`src/rtl/down_counter_timer.sv`:
```
// Loadable down-counter timer.
// A start value is taken over a valid/ready handshake and counted down to zero.
// done pulses for one cycle on reaching zero. With AUTO_RELOAD the count
// restarts from the last loaded value, which makes a periodic tick source.
//
// state | meaning
// ------+---------------------------------------------------------------
// IDLE  | waiting for a load; count_out holds its last value
// RUN   | counting down while enable is high
// DONE  | single-cycle terminal state; done is high, reload or return
module down_counter_timer #(
    parameter int WIDTH       = 4,
    parameter bit AUTO_RELOAD = 1'b0
) (
    input  logic             clk,
    input  logic             reset,
    input  logic             load_valid,
    output logic             load_ready,
    input  logic [WIDTH-1:0] load_value,
    input  logic             enable,
    input  logic             abort,
    output logic [WIDTH-1:0] count_out,
    output logic             busy,
    output logic             done
);

    typedef enum logic [1:0] {
        S_IDLE = 2'd0,
        S_RUN  = 2'd1,
        S_DONE = 2'd2
    } state_t;

    state_t           state_q, state_d;
    logic [WIDTH-1:0] count_q, count_d;
    logic [WIDTH-1:0] reload_q, reload_d;
    logic             load_hs;

    // Every output except the count is a direct decode of the state.
    // reset is folded into load_ready so no load is offered while it is held.
    assign load_ready = (state_q == S_IDLE) && !abort && !reset;
    assign load_hs    = load_valid && load_ready;
    assign busy       = (state_q != S_IDLE);
    assign done       = (state_q == S_DONE);
    assign count_out  = count_q;

    // State, count and reload registers; reset clears everything at once.
    always_ff @(posedge clk or posedge reset) begin
        if (reset) begin
            state_q  <= S_IDLE;
            count_q  <= '0;
            reload_q <= '0;
        end else begin
            state_q  <= state_d;
            count_q  <= count_d;
            reload_q <= reload_d;
        end
    end

    // Next-state and next-count selection; abort outranks decrement and reload.
    always_comb begin
        state_d  = state_q;
        count_d  = count_q;
        reload_d = reload_q;
        unique case (state_q)
            S_IDLE: begin
                if (load_hs) begin
                    reload_d = load_value;
                    if (load_value != '0) begin
                        count_d = load_value;
                        state_d = S_RUN;
                    end else begin
                        count_d = '0;
                        state_d = S_DONE;
                    end
                end
            end
            S_RUN: begin
                if (abort) begin
                    count_d = '0;
                    state_d = S_IDLE;
                end else if (enable) begin
                    // <= 1 rather than == 1 so the count can never wrap past zero
                    if (count_q <= WIDTH'(1)) begin
                        count_d = '0;
                        state_d = S_DONE;
                    end else begin
                        count_d = count_q - WIDTH'(1);
                    end
                end
            end
            S_DONE: begin
                if (abort) begin
                    count_d = '0;
                    state_d = S_IDLE;
                end else if (AUTO_RELOAD && (reload_q != '0)) begin
                    count_d = reload_q;
                    state_d = S_RUN;
                end else begin
                    count_d = '0;
                    state_d = S_IDLE;
                end
            end
            default: begin
                count_d = '0;
                state_d = S_IDLE;
            end
        endcase
    end

endmodule

```
`config.mk`:
```
export PLATFORM = sky130hd
export DESIGN_NAME = down_counter_timer
export DESIGN_NICKNAME = d
export VERILOG_FILES = /design/src/rtl/down_counter_timer.sv
export SDC_FILE = /design/constraint.sdc
export NUM_CORES = 1
export LEC_CHECK = 0
export ABC_AREA = 0
export ABC_CLOCK_PERIOD_IN_PS = 3000
export BUFFER_PORTS_ARGS = -buffer_cell sky130_fd_sc_hd__buf_2
export CAP_MARGIN = 5
export CORE_AREA = 4 4 41 43
export DETAILED_ROUTE_END_ITERATION = 10
export DIE_AREA = 0 0 45 47
export PLACE_DENSITY = 0.62
export SYNTH_ARGS = -nofsm -noshare
export SYNTH_HDL_FRONTEND = slang
export SYNTH_SLANG_ARGS = --single-unit
```
`constraint.sdc`:
```
create_clock -name clk -period 3 [get_ports clk]
set_input_delay 0.3 -clock clk [delete_from_list [all_inputs] [get_ports clk]]
set_output_delay 0.3 -clock clk [all_outputs]
set_load 0.01 [all_outputs]
```
Yosys cells after proc, flatten, opt, wreduce, memory -nomap -nowiden
Cells that the tools add are included.

word-level totals
  input port bits = 9
  bits in registers = 6
  logic and storage cells = 31

cells by class
  eq/ne operators = 5
  reduce and logical (&&, ||, !) cells = 10
  mux-type cells = 12
  $lt $le $gt $ge = 1
  add/subtract/negate cells = 1

operator list
  kind                   number
  $mux W4                5
  $mux W2                5
  $pmux W4 S2            1
  $ne A3 B3 Y1 const B   2
  $le A4 B1 Y1 const B   1
  $pmux W2 S2            1
  $reduce_bool A4 Y1     1
  $sub A4 B1 Y4 const B  1
  $logic_and A1 B1 Y1    3
  $reduce_and A3 Y1      1
  $eq A2 B1 Y1 const B   1
  $eq A2 B2 Y1 const B   1
  $logic_not A1 Y1       2
  $logic_not A2 Y1       1
  $ne A2 B2 Y1 const B   1
  $reduce_and A2 Y1      1
  $reduce_bool A2 Y1     1

Depth between registers and ports, before layout
Gate-level depths: netlist (run 1).

  depth in word-level cells = 6
  gate-level depth with buffers = 6
  depth with buffers taken out = 6

Least setup slack after synthesis (run 1)
OpenSTA, ideal clock, no wires.

  path kind = register to register
  start point = register count_q[0], in the netlist count_out[0]
  end point = register state_q[1]
  setup slack = 1,590 ps
  arrival time = 1,298 ps
  data required time = 2,889 ps
  stages on the path, launching flop included = 6
  buffers on the path = 0
  library setup time = 111 ps
  path through = dfrtp_1 inv_1 ha_1 nor2_1 o31a_2 a2111oi_2

on the way
  word-level cells in the longest chain between the ends = 3

ends and longest elaborated chain
  what                         line  source
  from (decl)                  34    logic [WIDTH-1:0] count_q, count_d;
  from (signal assigned)       54    count_q <= count_d;
  $le A4 B1 Y1                 83    if (count_q <= WIDTH'(1)) begin
  $ne A3 B3 Y1 (no line)       --
  $reduce_and A3 Y1 (no line)  --
  to (signal assigned)         53    state_q <= state_d;
  to (decl)                    33    state_t state_q, state_d;

Every way passes these cells.
A chain may end at the register's enable or synchronous reset.

Worst setup path in the final report (run 1)
  start point = register state_q[0]
  end point = output port load_ready

on the way
  word-level cells in the longest chain between the ends = 3

ends and longest elaborated chain
  what                              line  source
  $logic_not A2 Y1                  --
  $logic_and A1 B1 Y1 (2 in a row)  40    assign load_ready = (state_q == S_IDLE) && !abort && !reset;
  to (decl)                         18    output logic load_ready,

Every way passes these cells.

==> key figures, run 1 <==
Die
  • Die Height: 47 um
  • Placeable Area: 1300 um^2
  • Die ar.: 2120 um^2
  • IO Pins: 16
  • Die Width: 45 um
  • Initial Util: 34.1%
  • FP Rows: 13

Drt
  • Vias/cell: 5.58
  • Antenna viol nets, final: 0
  • Final wirelength: 1080 um
  • DRT Pass-1 Iters: 4
  • Post-DR wirelength/cell: 13.4 um
  • Violation count after the first detailed-route iteration: 24
  • DRC: 0
  • DR vias: 446

Finish
  • Share of layout cells above drive strength 1: 40.0%
  • Syn-to-layout area delta: 24.5%
  • Multi-input logic area: 264 um^2
  • Commonest non-fill, non-tap cell in the layout: buf_2
  • # fillers: 139
  • ANT cells: 0
  • Most frequent cells in the layout: buf_2 (15), dfrtp_1 (6), inv_1 (5)
  • Final Util: 42.5%
  • Register area: 150 um^2
  • Nets@finish: 78

Synthesis
  • Synth warn: 0
  • Synth Net Count: 59
  • Post-synthesis cell area: 444 um^2
  • Synth top area cells: dfrtp_1 (34%), ha_1 (5.6%), nor3b_2 (5.6%)
  • Top cell type's share of synthesized area: 33.8%
  • Post-Syn Area per Cell: 9.25 um^2
  • Cell variety after synth: 25
  • Register area share after synthesis: 33.8%
  • Post-Synthesis Cells: 48
  • Yosys top cell by area: dfrtp_1
  • Flops & latches, synth: 6

Timing
  • Fin crit share: 53.6%
  • Worst hold slack: -0.000902 ns
  • Final setup violation count: 0
  • RSZ-0062 raised after global routing: false
  • Worst Skew: 0.00277 ns
  • Least-Margin Pin Slew: 0.507 ns
  • Relative slew slack: 66.2%
  • Fmax: 622 MHz
  • Final Slew Violations: 0
  • Tmin final: 1.61 ns
  • Fin. Hold Viols: 3
  • Setup tns final: 0 ns

Critical path
  • Kind of critical path: reg -> out
  • Worst Path Max Fanout: 10
  • Worst EP required: 2.70 ns
  • Critical Path Sink Type: primary output
  • Worst setup path startpoint: state_q[0]$_DFFE_PP0P_
  • CP max-delay cell: dfrtp_1
  • Worst setup SP type: register
  • Critical-path cell list: nor2_2 -> inv_2 -> nor3_1 -> buf_2
  • Critical Path Sink: load_ready
  • R2R Path End: count_out[0]$_DFFE_PP0P_
  • Reg-to-Reg Start: count_out[0]$_DFFE_PP0P_
  • Crit path DAT: 1.31 ns
  • Crit-path max cell delay: 0.49 ns
  • Worst r2r path cells: 6
  • R2R setup slack: 1.51 ns

Power and ir drop
  • PD cells: 1020 nW/um^2
  • Leak Pwr: 0.257 nW
  • Peak VDD IR: 0.470 mV

Clocking
  • Post-CTS Setup Inserts: 0
  • Post-CTS sizing: 0
  • CTS H-Tree Depth: 1
  • CTS tree: built
  • Root buffer cell: clkbuf_4
  • Worst-path clk slew: 0.04 ns
  • Hold-fix buffers, CTS: 0
  • Inserted Clock Buffers: 3
  • Max clock buf depth: 2
  • Clock Sinks: 6
  • Insertion delay to the later sink of the worst-skew pair: 0.24 ns

Placement
  • RePlAce Congestion: 0.820
  • Post-DP HPWL: 891 um
  • Number of port buffers: 15

GRT
  • Global-route usage over all layers: 12.0%
  • First-pass GRT wire length: 1770 um
  • Initial antenna violation count: 0
  • Pin count of the biggest net entering global routing: 11
  • Vias in the first global route: 434
  • Total grt overflow: 0

Worst hold path
  • Min-delay worst type: in -> async

Status
  • Violated checks: negative hold slack
  • Status: complete, but fails checks

Flow run
  • Max cap viols: 0
-- cells by family (layout without fill, tap and decap cells) --
family	after synthesis	in the layout	synth area share, %
adder cells (fa/ha/maj)	2	2	5.63
AO/OA/AOI/OAI	17	17	30.1
AND/OR/NAND/NOR	16	16	23.7
flip-flops	6	6	33.8
buffers and inverters	7	24	6.76
-- sequential cells by signal, summed over array words and instances, names as in the netlist --
name       count
count_out      4
state_q        2
-- where the power goes --
group	internal [W]	switching, W	total (W)
registers	0.000121	0.0000669	0.000188
logic	0.000135	0.000171	0.000306
clock network	0.0000451	0.0000277	0.0000728
total	0.000301	0.000265	0.000567
-- metal layers --
layer | track usage, % | part of all wire [%] | up-vias
met5 | 0 | 0 | -
met1 | 13.7 | 41 | 197
met4 | 5.26 | 0.93 | 0
met2 | 18.9 | 42 | 29
li1 | - | - | 218
met3 | 6.13 | 16 | 2
-- layout make-up --
type,instances,share of cell area [%]
Multi-Input combinational cell,35,47.7
Timing Repair Buffer,15,13.6
Inverter,6,4.07
Clock buffer,3,4.07
Sequential cell,6,27.1
Tap cell,15,3.39
-- per-stage QoR --
step / hold slack [ns] / worst slack [ns] / std cells / power, W / cell area [um^2]
floorplan: 0.0991 / 1.59 / 48 / 0.000401 / 444
global placement: 0.261 / 1.53 / 77 / 0.000497 / 531
detailed placement: 0.261 / 1.52 / 77 / 0.000496 / 531
CTS: 0.00284 / 1.39 / 80 / 0.000572 / 553
global route: 0.0268 / 1.28 / 80 / 0.000621 / 553
finish: -0.000902 / 1.39 / 80 / 0.000567 / 553
-- cell usage after synthesis (all sizes together) --
cell,number
dfrtp,6
o21ai,7
nor3b,2
a21oi,2
nor2,3
o221ai,1
nand2,3
inv,6
and4b,1
o31a,2
a22oi,2
o32ai,1
nor2b,1
a2111oi,1
buf,1
ha,2
nor4,3
nand2b,1
nor3,1
o41ai,1
and3b,1
-- worst min-delay path by stage --
stage / endpoint / slack [ns] / depth (start not counted)
final: count_out[3]$_DFFE_PP0P_ / -0.0009 / 2
after global routing: count_out[3]$_DFFE_PP0P_ / 0.03 / 2
after CTS: count_out[3]$_DFFE_PP0P_ / 0.003 / 2
after detailed placement: state_q[0]$_DFFE_PP0P_ / 0.26 / 2
after global placement: state_q[0]$_DFFE_PP0P_ / 0.26 / 2
after floorplan: count_out[0]$_DFFE_PP0P_ / 0.1 / 1
-- critical path: cells and delay by family, from the launching register on --
family        cells  cell delay, ns
buf+inv           2            0.22
flops             1            0.49
simple gates      2            0.35
Note: power is estimated with default switching activity, not from simulation.
==> run 2, diff against run 1 <==
--- a/config.mk
+++ b/config.mk
@@ -6,13 +6,13 @@
 export NUM_CORES = 1
 export LEC_CHECK = 0
 export ABC_AREA = 0
-export ABC_CLOCK_PERIOD_IN_PS = 3000
+export ABC_CLOCK_PERIOD_IN_PS = 1400
 export BUFFER_PORTS_ARGS = -buffer_cell sky130_fd_sc_hd__buf_2
 export CAP_MARGIN = 5
 export CORE_AREA = 4 4 41 43
 export DETAILED_ROUTE_END_ITERATION = 10
 export DIE_AREA = 0 0 45 47
-export PLACE_DENSITY = 0.62
+export PLACE_DENSITY = 0.65
 export SYNTH_ARGS = -nofsm -noshare
 export SYNTH_HDL_FRONTEND = slang
 export SYNTH_SLANG_ARGS = --single-unit
==> constraint.sdc (replaced) <==
create_clock -name clk -period 1.4 [get_ports clk]
set_input_delay 0.14 -clock clk [delete_from_list [all_inputs] [get_ports clk]]
set_output_delay 0.14 -clock clk [all_outputs]
set_load 0.01 [all_outputs]
==> key figures, run 2 (same netlist as run 1, synthesis figures left out) <==
Drt
  • DRC: 0
  • DRT Pass-1 Iters: 4
  • Post-DR wirelength/cell: 14.2 um
  • DR vias: 500
  • Violation count after the first detailed-route iteration: 26
  • Final wirelength: 1340 um
  • Vias/cell: 5.32
  • Antenna viol nets, final: 0

Placement
  • Placed cell count: 83
  • Number of port buffers: 15
  • Post-DP HPWL: 943 um
  • Post-Place Worst Slack: -0.0362 ns
  • RePlAce Congestion: 0.852

Status
  • Status: finished clean

Die
  • FP Rows: 13
  • IO Pins: 16
  • Die ar.: 2120 um^2
  • Die Width: 45 um
  • Initial Util: 34.1%
  • Die Height: 47 um
  • Placeable Area: 1300 um^2

Power and ir drop
  • PD cells: 2380 nW/um^2
  • Overall Power: 0.00180 W
  • Peak VDD IR: 1.19 mV
  • Leak Pwr: 0.331 nW

GRT
  • GRT met1 Usage: 14.7%
  • Initial antenna violation count: 0
  • M2 GR Usage: 26.8%
  • GR Util met3: 4.98%
  • Total grt overflow: 0
  • Grt peak-use layer: met2
  • First-pass GRT wire length: 2120 um
  • Pin count of the biggest net entering global routing: 7
  • Vias in the first global route: 486
  • Global-route usage over all layers: 14.4%

Worst hold path
  • Hold Crit Depth: 3
  • Min-delay worst type: in -> reg
  • Hold endpoint: count_out[3]$_DFFE_PP0P_
  • HP Start: load_value[3]

Critical path
  • Worst EP required: 1.52 ns
  • Worst setup SP type: register
  • Crit path DAT: 1.48 ns
  • Critical Path Sink Type: register
  • CP Buf/Inv Count: 1
  • Critical-path cell list: inv_2 -> ha_4 -> nor2_2 -> o31a_4 -> a21oi_4 -> o21ai_1
  • Worst r2r path cells: 6
  • R2R Path End: count_out[0]$_DFFE_PP0P_
  • R2R setup slack: 0.04 ns
  • CP max-delay cell: dfrtp_1
  • Reg-to-Reg Start: count_out[1]$_DFFE_PP0P_
  • Crit-path max cell delay: 0.41 ns
  • Kind of critical path: reg -> reg
  • Worst Path Max Fanout: 5
  • Crit. path cell count: 6
  • Delay-heaviest family, CP: compound AO/OA/AOI/OAI gates

Finish
  • # fillers: 122
  • Share of layout cells above drive strength 1: 63.3%
  • Multi-input logic area: 359 um^2
  • Final Util: 58.1%
  • ANT cells: 0
  • Commonest non-fill, non-tap cell in the layout: buf_2
  • Syn-to-layout area delta: 70.1%
  • Nets@finish: 91
  • Register area: 154 um^2
  • Most frequent cells in the layout: buf_2 (15), buf_4 (12), o21ai_1 (5)
  • Max reg flops: 4
  • Non-filler instance count after layout: 94

Timing
  • Final setup violation count: 0
  • Final Slew Violations: 0
  • Tmin final: 1.36 ns
  • Setup tns final: 0 ns
  • Fin. Hold Viols: 0
  • Worst Skew: 0.0106 ns
  • Final setup margin: 0.0365 ns
  • Relative slew slack: 69.9%
  • Fin crit share: 97.4%
  • Fmax: 733 MHz
  • Least-Margin Pin Slew: 0.447 ns

Clocking
  • CTS tree: built
  • Worst-path clk slew: 0.05 ns
  • Inserted Clock Buffers: 3
  • Insertion delay to the later sink of the worst-skew pair: 0.25 ns
  • Clock Sinks: 6
  • CTS H-Tree Depth: 1
  • Max clock buf depth: 2
  • Root buffer cell: clkbuf_4

Flow run
  • Max cap viols: 0
run 2: cell count changes in the layout (fill, tap and decap cells not counted), sizes merged:
cell,change
buf,+12
clkbuf,+1
dlygate4sd3,+1
run 2: layer usage:
layer  vias to the layer above  wire length (um)
met2                        19               684
met4                         0                22
met5                         -                 0
li1                        247                 -
met3                         4                88
met1                       230               542
run 2: metrics by stage:
stage / cell area, um^2 / hold slack (ns)
after floorplan: 445 / -0.0610
after global placement: 577 / 0.150
after detailed placement: 577 / 0.151
after CTS: 662 / 0.201
after global routing: 756 / 0.189
final: 756 / 0.193
run 2: timing repair:
item	4_1_cts	5_1_grt
gates resized for setup	6	16
setup endpoints to repair	5	7
hold endpoints to repair	6	0
pin swaps	4	4
hold buffers	1	0
buffers inserted	4	2
run 2: worst min-delay path: stages:
cell and delay [ns]:
buf_2 0.10, a22oi_2 0.06, o21ai_1 0.10
run 2: where the power goes:
part / total (W) / internal [W] / leakage [nW] / switching [W]
Clock: 0.000172 / 0.000108 / 0.0150 / 0.0000640
Sequential: 0.000391 / 0.000269 / 0.0745 / 0.000122
Combinational: 0.00124 / 0.000626 / 0.242 / 0.000612
run 2: how the worst max path moves through the flow:
stage	slack [ns]	start	end
5_1_grt	-0.009	count_out[1]$_DFFE_PP0P_	count_out[1]$_DFFE_PP0P_
2_1_floorplan	0.007	count_out[0]$_DFFE_PP0P_	state_q[1]$_DFFE_PP0P_
3_5_place_dp	-0.04	count_out[1]$_DFFE_PP0P_	state_q[1]$_DFFE_PP0P_
4_1_cts	-0.03	count_out[1]$_DFFE_PP0P_	count_out[1]$_DFFE_PP0P_
6_report	0.04	count_out[1]$_DFFE_PP0P_	count_out[0]$_DFFE_PP0P_
3_3_place_gp	0.01	count_out[0]$_DFFE_PP0P_	state_q[1]$_DFFE_PP0P_
run 2: final cells by class:
cell class	instances	area share [%]
Clock buffer	4	3.48
Inverter	6	2.98
Multi-Input combinational cell	35	47.5
Sequential cell	6	20.4
Tap cell	15	2.48
Timing Repair Buffer	28	23.2
==> run 3, diff against run 2 <==
--- a/config.mk
+++ b/config.mk
@@ -5,14 +5,14 @@
 export SDC_FILE = /design/constraint.sdc
 export NUM_CORES = 1
 export LEC_CHECK = 0
-export ABC_AREA = 0
+export ABC_AREA = 1
 export ABC_CLOCK_PERIOD_IN_PS = 1400
 export BUFFER_PORTS_ARGS = -buffer_cell sky130_fd_sc_hd__buf_2
 export CAP_MARGIN = 5
 export CORE_AREA = 4 4 41 43
 export DETAILED_ROUTE_END_ITERATION = 10
 export DIE_AREA = 0 0 45 47
-export PLACE_DENSITY = 0.65
+export PLACE_DENSITY = 0.66
 export SYNTH_ARGS = -nofsm -noshare
 export SYNTH_HDL_FRONTEND = slang
 export SYNTH_SLANG_ARGS = --single-unit
==> key figures, run 3 <==
Status
  • Status: finished clean

Synthesis
  • Post-synth top flop: dfrtp_1
  • Top cell type's share of synthesized area: 32.7%
  • Area fraction in compound gates after synthesis: 9.26%
  • Simple-Gate Fraction of Synth Area: 42.5%
  • Post-synthesis xor/xnor area fraction: 1.91%
  • Post-synthesis mux area share: 0%
  • Synth Net Count: 77
  • Yosys top cell by area: dfrtp_1
  • Most frequent cell after synthesis: nand2_1
  • Synth top area cells: dfrtp_1 (33%), nand2_1 (18%), ha_1 (5.4%)
  • Post-synth top cells: nand2_1 (22), dfrtp_1 (6), inv_1 (6), nor2_1 (6)
  • Largest family of logic cells by synthesized area: simple AND/OR/NAND/NOR gates
  • Post-synth EDFFs: 0
  • Post-Syn Area per Cell: 6.96 um^2
  • Post-Synth Adder-Cell Area: 5.45%
  • Register area share after synthesis: 32.7%
  • Post-synthesis cell area: 459 um^2
  • Flops & latches, synth: 6
  • Ys async rst share: 100%
  • Synth warn: 0
  • Post-Synthesis Cells: 66
  • Cell variety after synth: 18

Timing
  • Fin. Hold Viols: 0
  • Relative slew slack: 88.8%
  • Fin crit share: 94.6%
  • Fmax: 755 MHz
  • Worst Skew: 0.00192 ns
  • Final Slew Violations: 0
  • Final setup violation count: 0
  • Final setup margin: 0.0756 ns
  • Tmin final: 1.32 ns
  • Least-Margin Pin Slew: 0.168 ns

Drt
  • Antenna viol nets, final: 0
  • DR vias: 481
  • Violation count after the first detailed-route iteration: 4
  • DRT Pass-1 Iters: 4
  • Final wirelength: 1080 um
  • DRC: 0
  • Vias/cell: 4.58
  • Post-DR wirelength/cell: 10.3 um

GRT
  • Pin count of the biggest net entering global routing: 8
  • Initial antenna violation count: 0
  • First-pass GRT wire length: 1780 um
  • Vias in the first global route: 436
  • Global-route usage over all layers: 11.7%
  • Total grt overflow: 0

Die
  • Die Height: 47 um
  • Die Width: 45 um
  • IO Pins: 16
  • Initial Util: 35.3%
  • FP Rows: 13
  • Die ar.: 2120 um^2
  • Placeable Area: 1300 um^2

Finish
  • Commonest non-fill, non-tap cell in the layout: nand2_1
  • Share of layout cells above drive strength 1: 46.7%
  • Syn-to-layout area delta: 43.6%
  • Final Util: 50.7%
  • ANT cells: 0
  • Max reg flops: 4
  • Most frequent cells in the layout: nand2_1 (22), buf_2 (15)
  • Nets@finish: 103

Critical path
  • Worst Path Max Fanout: 5
  • Critical Path Sink Type: register
  • CP Buf/Inv Count: 2
  • Worst setup SP type: register
  • Crit path DAT: 1.45 ns
  • Worst EP required: 1.53 ns
  • Crit-path max cell delay: 0.44 ns
  • Kind of critical path: reg -> reg
  • Most used cell, CP: nand2_1
  • Delay-heaviest family, CP: flip-flops
  • CP max-delay cell: dfrtp_2
  • Critical-path cell list: inv_2 -> ha_4 -> nor2_4 -> buf_4 -> o21ai_2 -> o21ai_1 -> nand2_1 -> nand2_1

Flow run
  • Max cap viols: 0

Power and ir drop
  • Clock network power share: 11.0%
  • P_sw: 0.000672 W
  • Reg power frac: 23.2%
  • Peak VDD IR: 0.912 mV
  • Leak Pwr: 0.361 nW
  • Power Internal: 0.000773 W
  • Comb pwr share: 65.9%
  • PD cells: 2190 nW/um^2
  • Net Sw Frac: 46.5%

Clocking
  • Inserted Clock Buffers: 3
  • Insertion delay to the later sink of the worst-skew pair: 0.24 ns
  • Root buffer cell: clkbuf_4
  • Clock Sinks: 6
  • Max clock buf depth: 2
  • CTS H-Tree Depth: 1
  • Worst-path clk slew: 0.05 ns
  • CTS tree: built

Placement
  • Post-Place Worst Slack: 0.0282 ns
  • RePlAce Congestion: 0.738
  • Number of port buffers: 15
  • Post-DP HPWL: 831 um

Worst hold path
  • Min-delay worst type: in -> reg
==> run 3: changes by cell type in the layout (fill, tap and decap cells not counted), sizes merged, moves of 4 or more <==
cell   delta
buf       -7
nor2      +7
nand2    +22
nand3     +4
inv       +4
==> run 3: cell families after synthesis <==
logic type	count (synthesis)
flip-flops	6
XOR/XNOR	1
AO/OA/AOI/OAI	6
AND/OR/NAND/NOR	41
adder cells (fa/ha/maj)	2
buffers and inverters	10
==> run 3: path summary, 6_finish.rpt <==
check                                         start                       end  slack [ns]  depth (start not counted)
max in group asynchronous                     reset  count_out[0]$_DFFE_PP0P_        0.93                          3
max                        count_out[0]$_DFFE_PP0P_  count_out[1]$_DFFE_PP0P_        0.08                          8
min reg2reg                count_out[1]$_DFFE_PP0P_  count_out[1]$_DFFE_PP0P_        0.53                          2
min                                   load_value[3]  count_out[3]$_DFFE_PP0P_        0.23                          5
max reg2reg                count_out[0]$_DFFE_PP0P_  count_out[1]$_DFFE_PP0P_        0.08                          8
min in group asynchronous                     reset    state_q[1]$_DFFE_PP0P_        0.34                          3
==> run 3: layer usage <==
| layer | GRT usage, % | share of wire, % | routed length, um |
|---|---|---|---|
| met4 | 7.02 | 0 | 0 |
| met2 | 17.8 | 49 | 526 |
| met1 | 16.0 | 46 | 493 |
| met5 | 0 | 0 | 0 |
| met3 | 1.15 | 5.6 | 60 |
==> run 3: worst min-delay path, stage by stage <==
cell	delay, ns
buf_2	0.09
nand2_1	0.06
nand2_1	0.06
nand2_1	0.04
nand2_1	0.05
==> run 3: metrics by stage <==
stage | instance area (um^2) | setup TNS, ns | hold WS (ns) | power [W] | instances
floorplan | 459 | 0 | -0.0975 | 0.000883 | 66
global placement | 561 | 0 | 0.0431 | 0.00109 | 97
detailed placement | 561 | 0 | 0.0476 | 0.00110 | 97
CTS | 593 | 0 | 0.223 | 0.00128 | 101
global route | 659 | -0.0160 | 0.270 | 0.00160 | 105
finish | 659 | 0 | 0.232 | 0.00144 | 105
==> run 3: repair_timing <==
item | in CTS | in global routing
buffers inserted | 0 | 4
setup endpoints to repair | 0 | 6
resized for setup | 0 | 10
hold buffers | 1 | 0
endpoints found under the hold margin | 6 | 0
==> run 3: power groups by stage <==
stage	clock network (W)	registers, W	logic [W]
finish	0.000158	0.000335	0.000952
global route	0.000173	0.000347	0.00108
CTS	0.000168	0.000321	0.000787
detailed placement	0	0.000324	0.000779
global placement	0	0.000322	0.000772
floorplan	0	0.000338	0.000545
==> run 3: layout make-up <==
type                    instances  area, um^2
well taps                      15        18.8
repair buffers                 21         123
multi-input cells              50         304
flip-flops and latches          6         151
inverters                      10        40.0
clock buffers                   3        22.5
fillers                       121         642
